### src/rtl/a_ext_pkg.sv
// -----------------------------------------------------------------------------
// a_ext_pkg
// Shared types for the RV32A atomic-memory-operation engine: the AMO opcode
// encoding, the packed structs that travel between the LSU and the AMO unit,
// and the engine's FSM state encoding.
// Ports: none (package).
// -----------------------------------------------------------------------------
package a_ext_pkg;

   localparam int XLEN = 32;

   typedef enum logic [3:0] {
      NONE = 4'd0,
      LR   = 4'd1,
      SC   = 4'd2,
      SWAP = 4'd3,
      ADD  = 4'd4,
      XOR  = 4'd5,
      AND  = 4'd6,
      OR   = 4'd7,
      MIN  = 4'd8,
      MAX  = 4'd9,
      MINU = 4'd10,
      MAXU = 4'd11
   } type_amo_ops_e;

   typedef enum logic [1:0] {
      IDLE  = 2'd0,
      READ  = 2'd1,
      WRITE = 2'd2,
      DONE  = 2'd3
   } type_amo_states_e;

   typedef struct packed {
      logic [XLEN-1:0] lsu_addr;
      logic [XLEN-1:0] rs2_operand;
      logic [XLEN-1:0] r_data;
   } type_lsu2amo_data_s;

   typedef struct packed {
      logic          is_amo;
      type_amo_ops_e amo_ops;
      logic          ack;
   } type_lsu2amo_ctrl_s;

   typedef struct packed {
      logic [XLEN-1:0] lsu_addr;
      logic [XLEN-1:0] w_data;
      logic [XLEN-1:0] rd_result;
   } type_amo2lsu_data_s;

   typedef struct packed {
      logic rd_req;
      logic wr_req;
      logic done;
   } type_amo2lsu_ctrl_s;

endpackage

### src/rtl/amo_alu.sv
// -----------------------------------------------------------------------------
// amo_alu
// Purely combinational modify stage of the AMO read-modify-write: combines the
// old memory value with the rs2 operand according to the AMO opcode.
// Ports:
//   op_i          AMO opcode (type_amo_ops_e encoding)
//   buf_data_i    old memory value captured during the read phase
//   rs2_i         rs2 operand latched at request time
//   w_data_o      value to be written back to memory
// -----------------------------------------------------------------------------
module amo_alu
   import a_ext_pkg::*;
(
   input  logic [3:0]      op_i,
   input  logic [XLEN-1:0] buf_data_i,
   input  logic [XLEN-1:0] rs2_i,
   output logic [XLEN-1:0] w_data_o
);

   type_amo_ops_e op;

   assign op = type_amo_ops_e'(op_i);

   // Min/max keep the old value on a tie so an equal compare never rewrites
   // memory with a different bit pattern source. Opcodes that carry no modify
   // step (LR, NONE, unused encodings) write the old value back unchanged.
   always_comb begin
      w_data_o = buf_data_i;
      case (op)
         SWAP, SC: w_data_o = rs2_i;
         ADD:      w_data_o = buf_data_i + rs2_i;
         XOR:      w_data_o = buf_data_i ^ rs2_i;
         AND:      w_data_o = buf_data_i & rs2_i;
         OR:       w_data_o = buf_data_i | rs2_i;
         MIN:      w_data_o = ($signed(rs2_i) < $signed(buf_data_i)) ? rs2_i : buf_data_i;
         MAX:      w_data_o = ($signed(rs2_i) > $signed(buf_data_i)) ? rs2_i : buf_data_i;
         MINU:     w_data_o = (rs2_i < buf_data_i) ? rs2_i : buf_data_i;
         MAXU:     w_data_o = (rs2_i > buf_data_i) ? rs2_i : buf_data_i;
         default:  w_data_o = buf_data_i;
      endcase
   end

endmodule

### src/rtl/amo_unit.sv
// -----------------------------------------------------------------------------
// amo_unit
// RV32A atomic-memory-operation engine sitting between the LSU and the data
// memory port. It sequences the read-modify-write of an AMO through LSU-issued
// memory requests, tracks the LR/SC reservation and hands the rd result (old
// memory value, or SC status) back to the LSU with a one-cycle done pulse.
//
// Ports:
//   clk             system clock
//   rst_n           synchronous reset, active HIGH despite the name
//   lsu2amo_data_i  {lsu_addr, rs2_operand, r_data}        (type_lsu2amo_data_s)
//   lsu2amo_ctrl_i  {is_amo, amo_ops[3:0], ack}            (type_lsu2amo_ctrl_s)
//   amo2lsu_data_o  {lsu_addr, w_data, rd_result}          (type_amo2lsu_data_s)
//   amo2lsu_ctrl_o  {rd_req, wr_req, done}                 (type_amo2lsu_ctrl_s)
//
// Build option:
//   AMO_SC_ADDR_CHECK_EN  when defined, an SC only succeeds if its address
//                         matches the reserved address; otherwise a valid
//                         reservation alone is enough.
// -----------------------------------------------------------------------------
module amo_unit
   import a_ext_pkg::*;
(
   input  logic              clk,
   input  logic              rst_n,
   input  logic [3*XLEN-1:0] lsu2amo_data_i,
   input  logic [5:0]        lsu2amo_ctrl_i,
   output logic [3*XLEN-1:0] amo2lsu_data_o,
   output logic [2:0]        amo2lsu_ctrl_o
);

   type_lsu2amo_data_s lsu_data;
   type_lsu2amo_ctrl_s lsu_ctrl;
   type_amo2lsu_data_s out_data;
   type_amo2lsu_ctrl_s out_ctrl;

   type_amo_states_e state_q, state_d;
   type_amo_ops_e    op_q, op_d;
   logic [XLEN-1:0]  addr_q, addr_d;
   logic [XLEN-1:0]  rs2_q, rs2_d;
   logic [XLEN-1:0]  amo_buffer_data_q, amo_buffer_data_d;
   logic             res_valid_q, res_valid_d;
   logic [XLEN-1:0]  res_addr_q, res_addr_d;

   logic             sc_hit;
   logic [XLEN-1:0]  alu_w_data;

   assign lsu_data       = type_lsu2amo_data_s'(lsu2amo_data_i);
   assign lsu_ctrl       = type_lsu2amo_ctrl_s'(lsu2amo_ctrl_i);
   assign amo2lsu_data_o = out_data;
   assign amo2lsu_ctrl_o = out_ctrl;

   amo_alu u_amo_alu (
      .op_i       (op_q),
      .buf_data_i (amo_buffer_data_q),
      .rs2_i      (rs2_q),
      .w_data_o   (alu_w_data)
   );

   // SC success is decided from the incoming request, since that address is
   // exactly what gets latched on the same edge.
   always_comb begin
`ifdef AMO_SC_ADDR_CHECK_EN
      sc_hit = res_valid_q && (lsu_data.lsu_addr == res_addr_q);
`else
      sc_hit = res_valid_q;
`endif
   end

   // Next-state and output logic. The SC status is parked in the buffer
   // register (0 = success, 1 = failure) so that DONE always returns the
   // buffer as rd_result, whatever the opcode was.
   always_comb begin
      state_d           = state_q;
      op_d              = op_q;
      addr_d            = addr_q;
      rs2_d             = rs2_q;
      amo_buffer_data_d = amo_buffer_data_q;
      res_valid_d       = res_valid_q;
      res_addr_d        = res_addr_q;
      out_data          = '0;
      out_ctrl          = '0;

      case (state_q)
         IDLE: begin
            if (lsu_ctrl.is_amo && (lsu_ctrl.amo_ops != NONE)) begin
               op_d   = lsu_ctrl.amo_ops;
               addr_d = lsu_data.lsu_addr;
               rs2_d  = lsu_data.rs2_operand;
               if (lsu_ctrl.amo_ops == SC) begin
                  res_valid_d = 1'b0;
                  if (sc_hit) begin
                     amo_buffer_data_d = '0;
                     state_d           = WRITE;
                  end else begin
                     amo_buffer_data_d = {{(XLEN-1){1'b0}}, 1'b1};
                     state_d           = DONE;
                  end
               end else begin
                  state_d = READ;
               end
            end
         end

         READ: begin
            out_ctrl.rd_req   = 1'b1;
            out_data.lsu_addr = addr_q;
            if (lsu_ctrl.ack) begin
               amo_buffer_data_d = lsu_data.r_data;
               if (op_q == LR) begin
                  res_valid_d = 1'b1;
                  res_addr_d  = addr_q;
                  state_d     = DONE;
               end else begin
                  state_d = WRITE;
               end
            end
         end

         WRITE: begin
            out_ctrl.wr_req   = 1'b1;
            out_data.lsu_addr = addr_q;
            out_data.w_data   = alu_w_data;
            if (lsu_ctrl.ack) begin
               // A completed RMW store to the reserved word kills the
               // reservation; SC already dropped it when it was accepted.
               if ((op_q != SC) && res_valid_q && (res_addr_q == addr_q)) begin
                  res_valid_d = 1'b0;
               end
               state_d = DONE;
            end
         end

         DONE: begin
            out_ctrl.done      = 1'b1;
            out_data.rd_result = amo_buffer_data_q;
            state_d            = IDLE;
         end

         default: state_d = IDLE;
      endcase
   end

   // State and datapath registers; reset is synchronous and active high.
   always_ff @(posedge clk) begin
      if (rst_n) begin
         state_q           <= IDLE;
         op_q              <= NONE;
         addr_q            <= '0;
         rs2_q             <= '0;
         amo_buffer_data_q <= '0;
         res_valid_q       <= 1'b0;
         res_addr_q        <= '0;
      end else begin
         state_q           <= state_d;
         op_q              <= op_d;
         addr_q            <= addr_d;
         rs2_q             <= rs2_d;
         amo_buffer_data_q <= amo_buffer_data_d;
         res_valid_q       <= res_valid_d;
         res_addr_q        <= res_addr_d;
      end
   end

endmodule

### config.mk
export PLATFORM = sky130hd
export DESIGN_NAME = amo_unit
export DESIGN_NICKNAME = d
export VERILOG_FILES = /design/src/rtl/a_ext_pkg.sv /design/src/rtl/amo_alu.sv /design/src/rtl/amo_unit.sv
export SDC_FILE = /design/constraint.sdc
export NUM_CORES = 1
export LEC_CHECK = 0
export CAP_MARGIN = 0
export CORE_MARGIN = 2
export CORE_UTILIZATION = 35
export CTS_CLUSTER_SIZE = 24
export DETAILED_ROUTE_END_ITERATION = 8
export HOLD_SLACK_MARGIN = 0.12
export PLACE_DENSITY_LB_ADDON = 0.3
export SLEW_MARGIN = 20
export SYNTH_ARGS = -nofsm -noshare
export SYNTH_HDL_FRONTEND = slang
export SYNTH_SLANG_ARGS = --single-unit
### constraint.sdc
create_clock -name clk -period 6.8 [get_ports clk]
set_clock_uncertainty 0.05 [all_clocks]
set_input_delay 0.68 -clock clk [delete_from_list [all_inputs] [get_ports clk]]
set_output_delay 0.68 -clock clk [all_outputs]
set_load 0.005 [all_outputs]
==> impl_metrics.yaml <==
synth:
  synth_seq_area_share: 0.253
  mappedNetlistArea_mm2: 0.0107
  synth_cells: 1477
  synth_flop_cell: "dfxtp_1"
  synth.top_cells.by_area: "dfxtp_1, ha_1, nand2_1, a21oi_1, xnor2_1"
  yosysUniqueCellTypes: 81
  ys_ff_latch: 135
  synth_nets: 1682
  async_reset_ff_frac: 0
  syn-mean-instance-area_um2: 7.23
  synth_top_area_cell: "dfxtp_1"
  ys_warn_count: 0
  synth_top_area_frac: 0.253
  synth_enable_flop_cells: 0
flow_run:
  drv_cap: 0
worst_setup_path:
  path_cells: "inv_1 -> ha_1 -> nor2_1 -> a221oi_2 -> o21bai_1 -> nor4_2 -> o21ai_4 -> mux2i_1 -> o21ai_2 -> nand2_2 -> a221oi_1 -> a221oi_1 -> clkdlybuf4s50_1"
  crit_slowest_cell: "clkdlybuf4s50_1"
  path_common_cell: "a221oi_1"
  cp.required_ps: 6070
  arrival_ps: 4910
  critPathMaxFanout: 23
  crit_type: "flop to output port"
  end_kind: "output port"
  max_stage_delay_ps: 570
  crit_path_start_kind: "flop"
global_route:
  grt_pass1_vias: 10500
  grt_pass1_wl_um: 57000
  grt_usage: 0.230
  overflow: 0
  antenna_found_initial: 1
  grt_max_degree: 82
die:
  die_width_um: 179
  die_area_mm2: 0.0319
  die_h_um: 179
  core_region_area_mm2: 0.0298
  boundaryPins: 203
  start_util: 0.358
  rows: 63
clock_network:
  clock_latency_ps: 450
  cts_htree_levels: 4
  cts_hold_buf: 0
  cts_buffer_depth: 2
  clkTransAtPathRegs_ps: 80
  cts_root_buffer: "clkbuf_16"
  cts_buffers: 17
  tritoncts: "built"
  cts_setup_buffers: 0
  post_cts_resized: 0
  cts_num_sinks: 135
sta:
  hold_viol_final: 0
  tightest_slew_ps: 1030
  relSlewSlack: 0.315
  rsz0062_at_grt: "no"
  max_freq_ghz: 0.177
  period_share: 0.829
  finalMaxSlewViolations: 0
  fin_crit_ps: 5640
  setup-tns-final_ps: 0
  setup_viol: 0
routing:
  wl_per_cell_um: 18.5
  ant_nets: 0
  wirelength_um: 37400
  viasPerCell: 5.40
  firstDrtPassIters: 5
  first_iter_violations: 788
  route.vias.total: 10900
  remaining_drc_errors: 0
cells_and_area:
  fin_area_mm2: 0.0135
  layout_commonest_cell: "nand2_1"
  area_growth_pct: 26.5
  nets: 1821
  final_cell_mix: "nand2_1, a21oi_1, clkdlybuf4s50_1, dfxtp_1, ha_1"
  drive_gt1_frac: 0.0534
power:
  powerDensity_mw_per_mm2: 313
  max-vdd-ir-drop_v: 0.000225
  leakage_uw: 0.00479
place:
  dp.final_hpwl_um: 26300
  routabilityCongestion: 0.948
  placed_area_mm2: 0.0129
  portBuffers: 202
status:
  status: "completed"
min_path:
  hold_path.class: "flop to flop"
==> cell usage after synthesis (all sizes together), types with 4 or more instances <==
| cell type | count |
|---|---|
| a211oi | 21 |
| a21boi | 9 |
| a21o | 6 |
| a21oi | 206 |
| a221o | 12 |
| a221oi | 29 |
| a22oi | 6 |
| a31oi | 9 |
| and2 | 70 |
| and3 | 6 |
| buf | 25 |
| clkbuf | 76 |
| dfxtp | 135 |
| ha | 100 |
| inv | 90 |
| mux2i | 6 |
| nand2 | 286 |
| nand2b | 9 |
| nand3 | 41 |
| nand4 | 12 |
| nor2 | 67 |
| nor2b | 9 |
| nor3 | 17 |
| nor4 | 11 |
| o211ai | 11 |
| o21a | 4 |
| o21ai | 77 |
| o21bai | 8 |
| o31ai | 8 |
| or3 | 4 |
| xnor2 | 51 |
| xor2 | 9 |
==> path summary, 6_finish.rpt <==
check	from	end	slack (ps)	cells past startpoint
min reg2reg	res_addr_q[6]	res_addr_q[6]	420	2
max	amo_buffer_data_q[29]	amo2lsu_data_o[59]	1160	13
max reg2reg	state_q[1]	amo_buffer_data_q[17]	4150	6
min	res_addr_q[6]	res_addr_q[6]	420	2
==> cell families (layout without fill, tap and decap cells) <==
| family | Yosys count | count (layout) | synth area share |
|---|---|---|---|
| compound gates | 441 | 441 | 0.262 |
| xor+xnor | 60 | 60 | 0.0492 |
| fa+ha+maj | 101 | 101 | 0.119 |
| buf+inv | 192 | 344 | 0.0739 |
| flops | 135 | 135 | 0.253 |
| mux | 6 | 6 | 0.00680 |
| other cells | 0 | 1 | 0 |
| simple gates | 542 | 542 | 0.236 |
==> registers in the layout, summed over array words and instances (netlist names) <==
name	count
amo_buffer_data_q	32
rs2_q	32
addr_q	32
op_q	4
state_q	2
res_addr_q	32
res_valid_q	1
==> cell type report <==
cell class                 instances  area, um^2
fill                            3019       16300
tap                              390         488
clock buffer                      17         425
antenna                            1        2.50
sequential                       135        2700
timing repair buffer             221        2160
inverter                          91         342
multi-input combinational       1150        7200
clock inverter                    15         175
==> power by group <==
group          switching [uW]  total [uW]  internal, uW
Clock                     473         970           497
Sequential                164        1070           901
Combinational            1370        2200           827
==> worst max-delay path: cells and delay by family (launching register included) <==
| family | cells | cell delay (ps) |
|---|---|---|
| AND/OR/NAND/NOR | 3 | 1130 |
| flip-flops | 1 | 410 |
| multiplexers | 1 | 330 |
| AO/OA/AOI/OAI | 6 | 1400 |
| buffers and inverters | 2 | 680 |
| adder cells (fa/ha/maj) | 1 | 500 |
==> stage by stage <==
step | total power, uW | hold WS, ps | utilization | setup WS [ps] | cells
after CTS | 4240 | 421 | 0.453 | 1160 | 2019
after global routing | 4510 | 434 | 0.453 | 839 | 2019
after global placement | 3240 | 404 | 0.433 | 1670 | 1987
after detailed placement | 3260 | 410 | 0.433 | 1660 | 1987
final | 4230 | 419 | 0.453 | 1160 | 2020
after floorplan | 2530 | 398 | - | 3000 | 1477
==> per-layer routing <==
| metal | GRT usage | vias to the layer above | share of wire |
|---|---|---|---|
| met5 | 0 | - | 0 |
| met4 | 0.0732 | 0 | 0.023 |
| met3 | 0.0490 | 54 | 0.075 |
| met2 | 0.385 | 387 | 0.47 |
| li1 | - | 5366 | - |
| met1 | 0.295 | 5097 | 0.44 |
Power figures use the tool's default switching activity.
